<file path="src/rtl/datapath_sequencer.sv">
// datapath_sequencer
//   Moore sequencer for a shared-bus datapath. Each accepted command runs
//   SETUP -> CAPTURE -> HOLD -> DONE -> IDLE, one cycle per state. The bus
//   driver is on for SETUP/CAPTURE/HOLD, and the capture strobes fire only in
//   CAPTURE, so every capture has one cycle of setup and one cycle of hold.
//
// Ports
//   MainClock  in   sole clock, rising edge
//   MainReset  in   async active-low reset
//   Start      in   command request, sampled only in IDLE
//   Op[1:0]    in   00 LOAD_A, 01 LOAD_B, 10 ADD, 11 SUB (sampled with Start)
//   EnableIn   out  DataIn -> bus
//   EnableA    out  register A -> bus (reserved, held low)
//   EnableAlu  out  ALU result -> bus
//   LatchA     out  capture into register A
//   LatchB     out  capture into register B
//   AddSub     out  ALU mode, 1 = subtract
//   EnableOut  out  capture into output register
//   Busy       out  command in progress
//   Done       out  one-cycle completion pulse
module datapath_sequencer (
  input  logic       MainClock,
  input  logic       MainReset,
  input  logic       Start,
  input  logic [1:0] Op,
  output logic       EnableIn,
  output logic       EnableA,
  output logic       EnableAlu,
  output logic       LatchA,
  output logic       LatchB,
  output logic       AddSub,
  output logic       EnableOut,
  output logic       Busy,
  output logic       Done
);

  typedef enum logic [2:0] {
    IDLE    = 3'd0,
    SETUP   = 3'd1,
    CAPTURE = 3'd2,
    HOLD    = 3'd3,
    DONE    = 3'd4
  } state_t;

  localparam logic [1:0] OP_LOAD_A = 2'b00;
  localparam logic [1:0] OP_LOAD_B = 2'b01;
  localparam logic [1:0] OP_SUB    = 2'b11;

  state_t     state, state_nxt;
  logic [1:0] op_q, op_nxt;
  logic       active_nxt;   // bus driver window in the next state
  logic       cap_nxt;      // capture cycle in the next state

  // Next-state decode. Op is only taken on the IDLE->SETUP edge so that
  // later changes on Op (or Start) cannot disturb a running command.
  always_comb begin
    state_nxt = state;
    op_nxt    = op_q;
    case (state)
      IDLE: if (Start) begin
        state_nxt = SETUP;
        op_nxt    = Op;
      end
      SETUP:   state_nxt = CAPTURE;
      CAPTURE: state_nxt = HOLD;
      HOLD:    state_nxt = DONE;
      DONE:    state_nxt = IDLE;
      default: state_nxt = IDLE;
    endcase
    active_nxt = (state_nxt == SETUP) || (state_nxt == CAPTURE) || (state_nxt == HOLD);
    cap_nxt    = (state_nxt == CAPTURE);
  end

  // Outputs are registered from the next state, so they line up with the
  // state register and have no combinational path from the inputs.
  always_ff @(posedge MainClock or negedge MainReset) begin
    if (!MainReset) begin
      state     <= IDLE;
      op_q      <= OP_LOAD_A;
      EnableIn  <= 1'b0;
      EnableA   <= 1'b0;
      EnableAlu <= 1'b0;
      LatchA    <= 1'b0;
      LatchB    <= 1'b0;
      AddSub    <= 1'b0;
      EnableOut <= 1'b0;
      Busy      <= 1'b0;
      Done      <= 1'b0;
    end else begin
      state     <= state_nxt;
      op_q      <= op_nxt;
      // op_nxt[1] splits loads (external data) from ALU ops.
      EnableIn  <= active_nxt && !op_nxt[1];
      EnableA   <= 1'b0;
      EnableAlu <= active_nxt && op_nxt[1];
      LatchA    <= cap_nxt && (op_nxt == OP_LOAD_A);
      LatchB    <= cap_nxt && (op_nxt == OP_LOAD_B);
      AddSub    <= active_nxt && (op_nxt == OP_SUB);
      EnableOut <= cap_nxt;
      Busy      <= active_nxt;
      Done      <= (state_nxt == DONE);
    end
  end

endmodule

</file>
<file path="config.mk">
export PLATFORM = sky130hd
export DESIGN_NAME = datapath_sequencer
export DESIGN_NICKNAME = d
export VERILOG_FILES = /design/src/rtl/datapath_sequencer.sv
export SDC_FILE = /design/constraint.sdc
export NUM_CORES = 1
export LEC_CHECK = 0
export ABC_AREA = 1
export CORE_AREA = 2 2 39 41
export DETAILED_ROUTE_END_ITERATION = 8
export DIE_AREA = 0 0 41 43
export GPL_TIMING_DRIVEN = 0
export PLACE_DENSITY = 0.62
export RECOVER_POWER = 100
export SLEW_MARGIN = 20
export SYNTH_ARGS = -nofsm -noshare
export SYNTH_HDL_FRONTEND = slang
export SYNTH_SLANG_ARGS = --single-unit
</file>
<file path="constraint.sdc">
create_clock -name MainClock -period 3.3 [get_ports MainClock]
set_clock_uncertainty 0.1 [all_clocks]
set_input_delay 0.66 -clock MainClock [delete_from_list [all_inputs] [get_ports MainClock]]
set_output_delay 0.66 -clock MainClock [all_outputs]
set_load 0.01 [all_outputs]
</file>
[Yosys cells after proc, flatten, opt, wreduce, memory -nomap -nowiden]
Index checks and enable logic that the tools add are counted.
Cells by class
  bitwise logic cells: 0
  shift-type cells: 0
  equal/unequal tests: 9
  multiply operators: 0
  add/sub/neg operators: 0
  muxes and demuxes: 4
  div/mod/pow operators: 0
  reductions and logical operators: 10
  $lt $le $gt $ge: 0
Operators by type and width (count)
  3-bit by 2-bit == test with 1-bit output (second input constant): 4
  3-bit one-hot mux with 4 select lines: 1
  3-bit by 1-bit == test with 1-bit output (second input constant): 2
  1-bit logical AND: 5
  2-bit two-way mux: 2
  3-bit == test (second input constant): 1
  3-bit logical NOT: 1
  3-bit two-way mux: 1
  2-bit by 1-bit == test with 1-bit output (second input constant): 1
  2-bit == test (second input constant): 1
  2-bit logical NOT: 1
  1-bit logical OR: 2
  1-bit logical NOT: 1
Storage, ports and cells
  memory bits (read-only): 0
  input port bits: 5
  memory bits (writable): 0
  word-level logic and storage cells: 33
  latch bits: 0
  output and inout bits: 9
  memories kept: 0
  flip-flop bits (word level): 13

[Logic depth before layout (Yosys ltp)]
  word-level depth: 6
  gate-level depth with buffers: 7
  gate-level depth less buffers: 7

[Worst setup path after synthesis]
No wires, ideal clock.
  path kind: input to register
  start point: input port Start
  end point: register AddSub
  cell stages on the path: 7
  arrival: 1.120 ns
  setup time: 0.115 ns
  setup slack: 1.965 ns
  required time: 3.085 ns
  path buffers: 0
  cell sequence: inv_1 -> nor2_2 -> nand2_2 -> nand2_1 -> nand2_2 -> nand2_1 -> nor2_1
On the way
  elaborated cells on any way between the ends: 11
  those cells by class: eq/ne (4); mux (4); reduce/logical (3)
RTL lines
  from (decl): line 24  | input logic Start,
  2-bit two-way mux: line 60  | IDLE: if (Start) begin
  2-bit two-way mux: line 59  | case (state)
  via op_nxt[1]: line 50  | logic [1:0] op_q, op_nxt;
  2-bit == test: line 98  | AddSub <= active_nxt && (op_nxt == OP_SUB);
  1-bit logical AND: line 98
  to (signal assigned): line 98
  to (decl): line 31  | output logic AddSub,
The timed path passes the listed nets, and every way through them passes these cells.

[Worst setup path after layout]
  start point: register EnableAlu
  end point: output port EnableAlu
RTL lines
  from (decl): line 28  | output logic EnableAlu,
  from (signal assigned): line 95  | EnableAlu <= active_nxt && op_nxt[1];
No word-level cell between the ends.

==> qor.yml <==
setup_path:
  worstSetupEndpointType: "primary output"
  worstPathArrival_ps: 1250
  delay_of_the_slowest_cell_on_the_worst_path_ps: 600
  crit_path_top_delay_cell: "dlygate4sd3_1"
  critical_path.top_delay_family: "buffers and inverters"
  timing.critical_path.required_ps: 2540
  critPathBufInv: 1
  cp_max_fanout: 1
  critical_path_class: "reg2out"
  crit_path_cell_trace: "dlygate4sd3_1"
  critical_path.startpoint_type: "register"
placement:
  worst_slack_at_placement_ps: 1380
  dp_hpwl_um: 546
  buffer_ports.inserted: 12
  place_congestion: 0.702
floorplan:
  io_pins: 14
  die_area_um2: 1760
  core_region_area_um2: 1380
  floorplan.initialDensity: 0.339
  die_h_um: 43
  chipWidth_um: 41
  floorplan.rows: 14
global_route:
  grt_util_all_layers: 0.104
  globalRoute.totalOverflow: 0
  globalRoute.busiestLayer: "met2"
  grtUsageMet2: 0.138
  grt_first_pass_wirelength_um: 1180
  met3_usage: 0.0157
  pin_count_of_the_biggest_net_entering_global_routing: 14
  number_of_antenna_violations_at_the_first_check_in_global_routing: 0
  grt_util_met1: 0.134
  via_count_of_the_first_global_routing_pass: 300
power:
  power.share.combinational: 0.374
  power.share.clock: 0.177
  p_int_w: 0.000360
  vdd.ir_drop.worst_mv: 0.291
  power.density_cell_area_nw_per_um2: 879
  p_switching_w: 0.000192
  switching_share: 0.348
  seqPwrFrac: 0.448
  p_leak_nw: 0.349
  totalPowerFinal_w: 0.000552
drt:
  route.antenna.remaining_nets: 0
  post_drt_via_cell_ratio: 4.18
  drt_iter0_drc: 7
  routedWlPerCell_um: 9.56
  vias: 322
  detail_route.first_pass.iterations: 2
  drc: 0
  finalWirelength_um: 736
synthesis:
  synth_top_cell_area_share: 0.693
  syn-mean-instance-area_um2: 10.4
  ys_top_cells_by_area: "dfrtp_1, nand3_1, inv_1"
  post_synth_inst_count: 45
  leading_cell_type_by_number_of_instances_after_synthesis: "dfrtp_1"
  yosys_most_used_dff: "dfrtp_1"
  synthTopCellsByCount: "dfrtp_1, inv_1, nand2_1, nand3_1, nor2_1"
  synth_area_um2: 469
  yosys.cell_types.count: 10
  syn_nets: 50
  ys_seq_elements: 13
  synth_async_reset_ratio: 1.00
  yosys_top_cell_by_area: "dfrtp_1"
  synth_edf_count: 0
  synth_sequential_area_ratio: 0.693
  synth-warning-count: 0
clock_tree:
  clk_pin_slew_ps: 80
  clockRootBuffer: "clkbuf_4"
  tritoncts.num_buffers: 3
  tritoncts_clock_tree: "built"
  number_of_h_tree_levels: 1
  cts_post_setup_buffers_inserted: 0
  clock_sink_count: 13
  postCtsHoldBufs: 0
  clkLatencyLatePin_ps: 270
  cts_buffer_depth: 2
  cts.repair.resized: 0
run:
  maxCapViolCount: 0
sta:
  setup_repair_after_global_routing_missed_its_margin: "false"
  worst_slack_ps: 1290
  timing.slew.headroom: 0.631
  worstMarginPinSlew_ps: 552
  finalHoldViolCount: 0
  post-route-period-util: 0.608
  final-max-slew-violation-count: 0
  max_clock_freq_ghz: 0.498
  setup_viol: 0
  finalWorstPathRequiredPeriod_ps: 2010
  final.setup.tns_ps: 0
final_layout:
  drive_above_1_share: 0.0820
  areaGrowthSynthToFinish_pct: 33.9
  fin_nets: 67
  number_of_antenna_diodes: 0
  num-fill-cells: 152
status:
  run_status: "finished, final reports clean"
worst_hold_path:
  timing.hold.worst.class: "reg2reg"
[layer usage]
layer	share of wire	vias to the layer above
li1	-	165
met1	0.45	143
met2	0.45	12
met3	0.072	2
met4	0.020	0
met5	0	-
[registers in the layout, summed over array words and instances, names as in the netlist]
name and flops:
EnableIn 1, LatchB 1, EnableOut 1, Done 1, op_q 2, state 3
EnableAlu 1, LatchA 1, Busy 1, AddSub 1
[power by group through the flow]
stage | clock network, W | registers [W] | logic [W]
finish | 0.0000980 | 0.000248 | 0.000207
global route | 0.000106 | 0.000255 | 0.000236
CTS | 0.000101 | 0.000251 | 0.000230
detailed placement | 0 | 0.000254 | 0.000230
global placement | 0 | 0.000252 | 0.000227
floorplan | 0 | 0.000272 | 0.000109
[final cells by class]
type | count | area [um^2] | share of cell area
multi-input cells | 23 | 98.8 | 0.157
repair buffers | 12 | 120 | 0.191
plain buffers | 1 | 7.51 | 0.0120
clock buffers | 4 | 26.3 | 0.0418
flip-flops and latches | 13 | 325 | 0.518
inverters | 8 | 30.0 | 0.0478
well taps | 16 | 20.0 | 0.0319
[stage by stage]
stage | util | hold WS [ps] | instances | area [um^2]
2_1_floorplan | - | 264 | 45 | 469
3_3_place_gp | 0.440 | 390 | 73 | 609
6_report | 0.454 | 397 | 77 | 628
5_1_grt | 0.454 | 414 | 77 | 628
4_1_cts | 0.459 | 410 | 77 | 636
3_5_place_dp | 0.440 | 393 | 73 | 609
[cells in the final DEF (no fill, tap or decap)]
cell,n
nor3_1,2
clkbuf_4,3
dlygate4sd3_1,10
nand2_1,8
dfrtp_1,13
buf_4,1
clkbuf_1,1
nor2_2,1
clkdlybuf4s50_1,2
nand3_1,6
conb_1,1
inv_1,8
nor2_1,5
[kinds of logic after synthesis]
| kind of cell | after synthesis | synth area share |
|---|---|---|
| flip-flops | 13 | 0.693 |
| buffers and inverters | 9 | 0.0800 |
| AND/OR/NAND/NOR | 22 | 0.219 |
| other | 1 | 0.00799 |
[worst paths after layout]
kind                           start         to  slack [ps]  cells after the start
max                        EnableAlu  EnableAlu        1290                      1
min                         state[2]   state[2]         400                      1
max reg2reg                 state[2]  EnableAlu        2020                      6
min reg2reg                 state[2]   state[2]         400                      1
max in group asynchronous  MainReset     AddSub        2030                      1
min in group asynchronous  MainReset   state[2]         710                      1
Note: power is estimated with default switching activity, not from simulation.
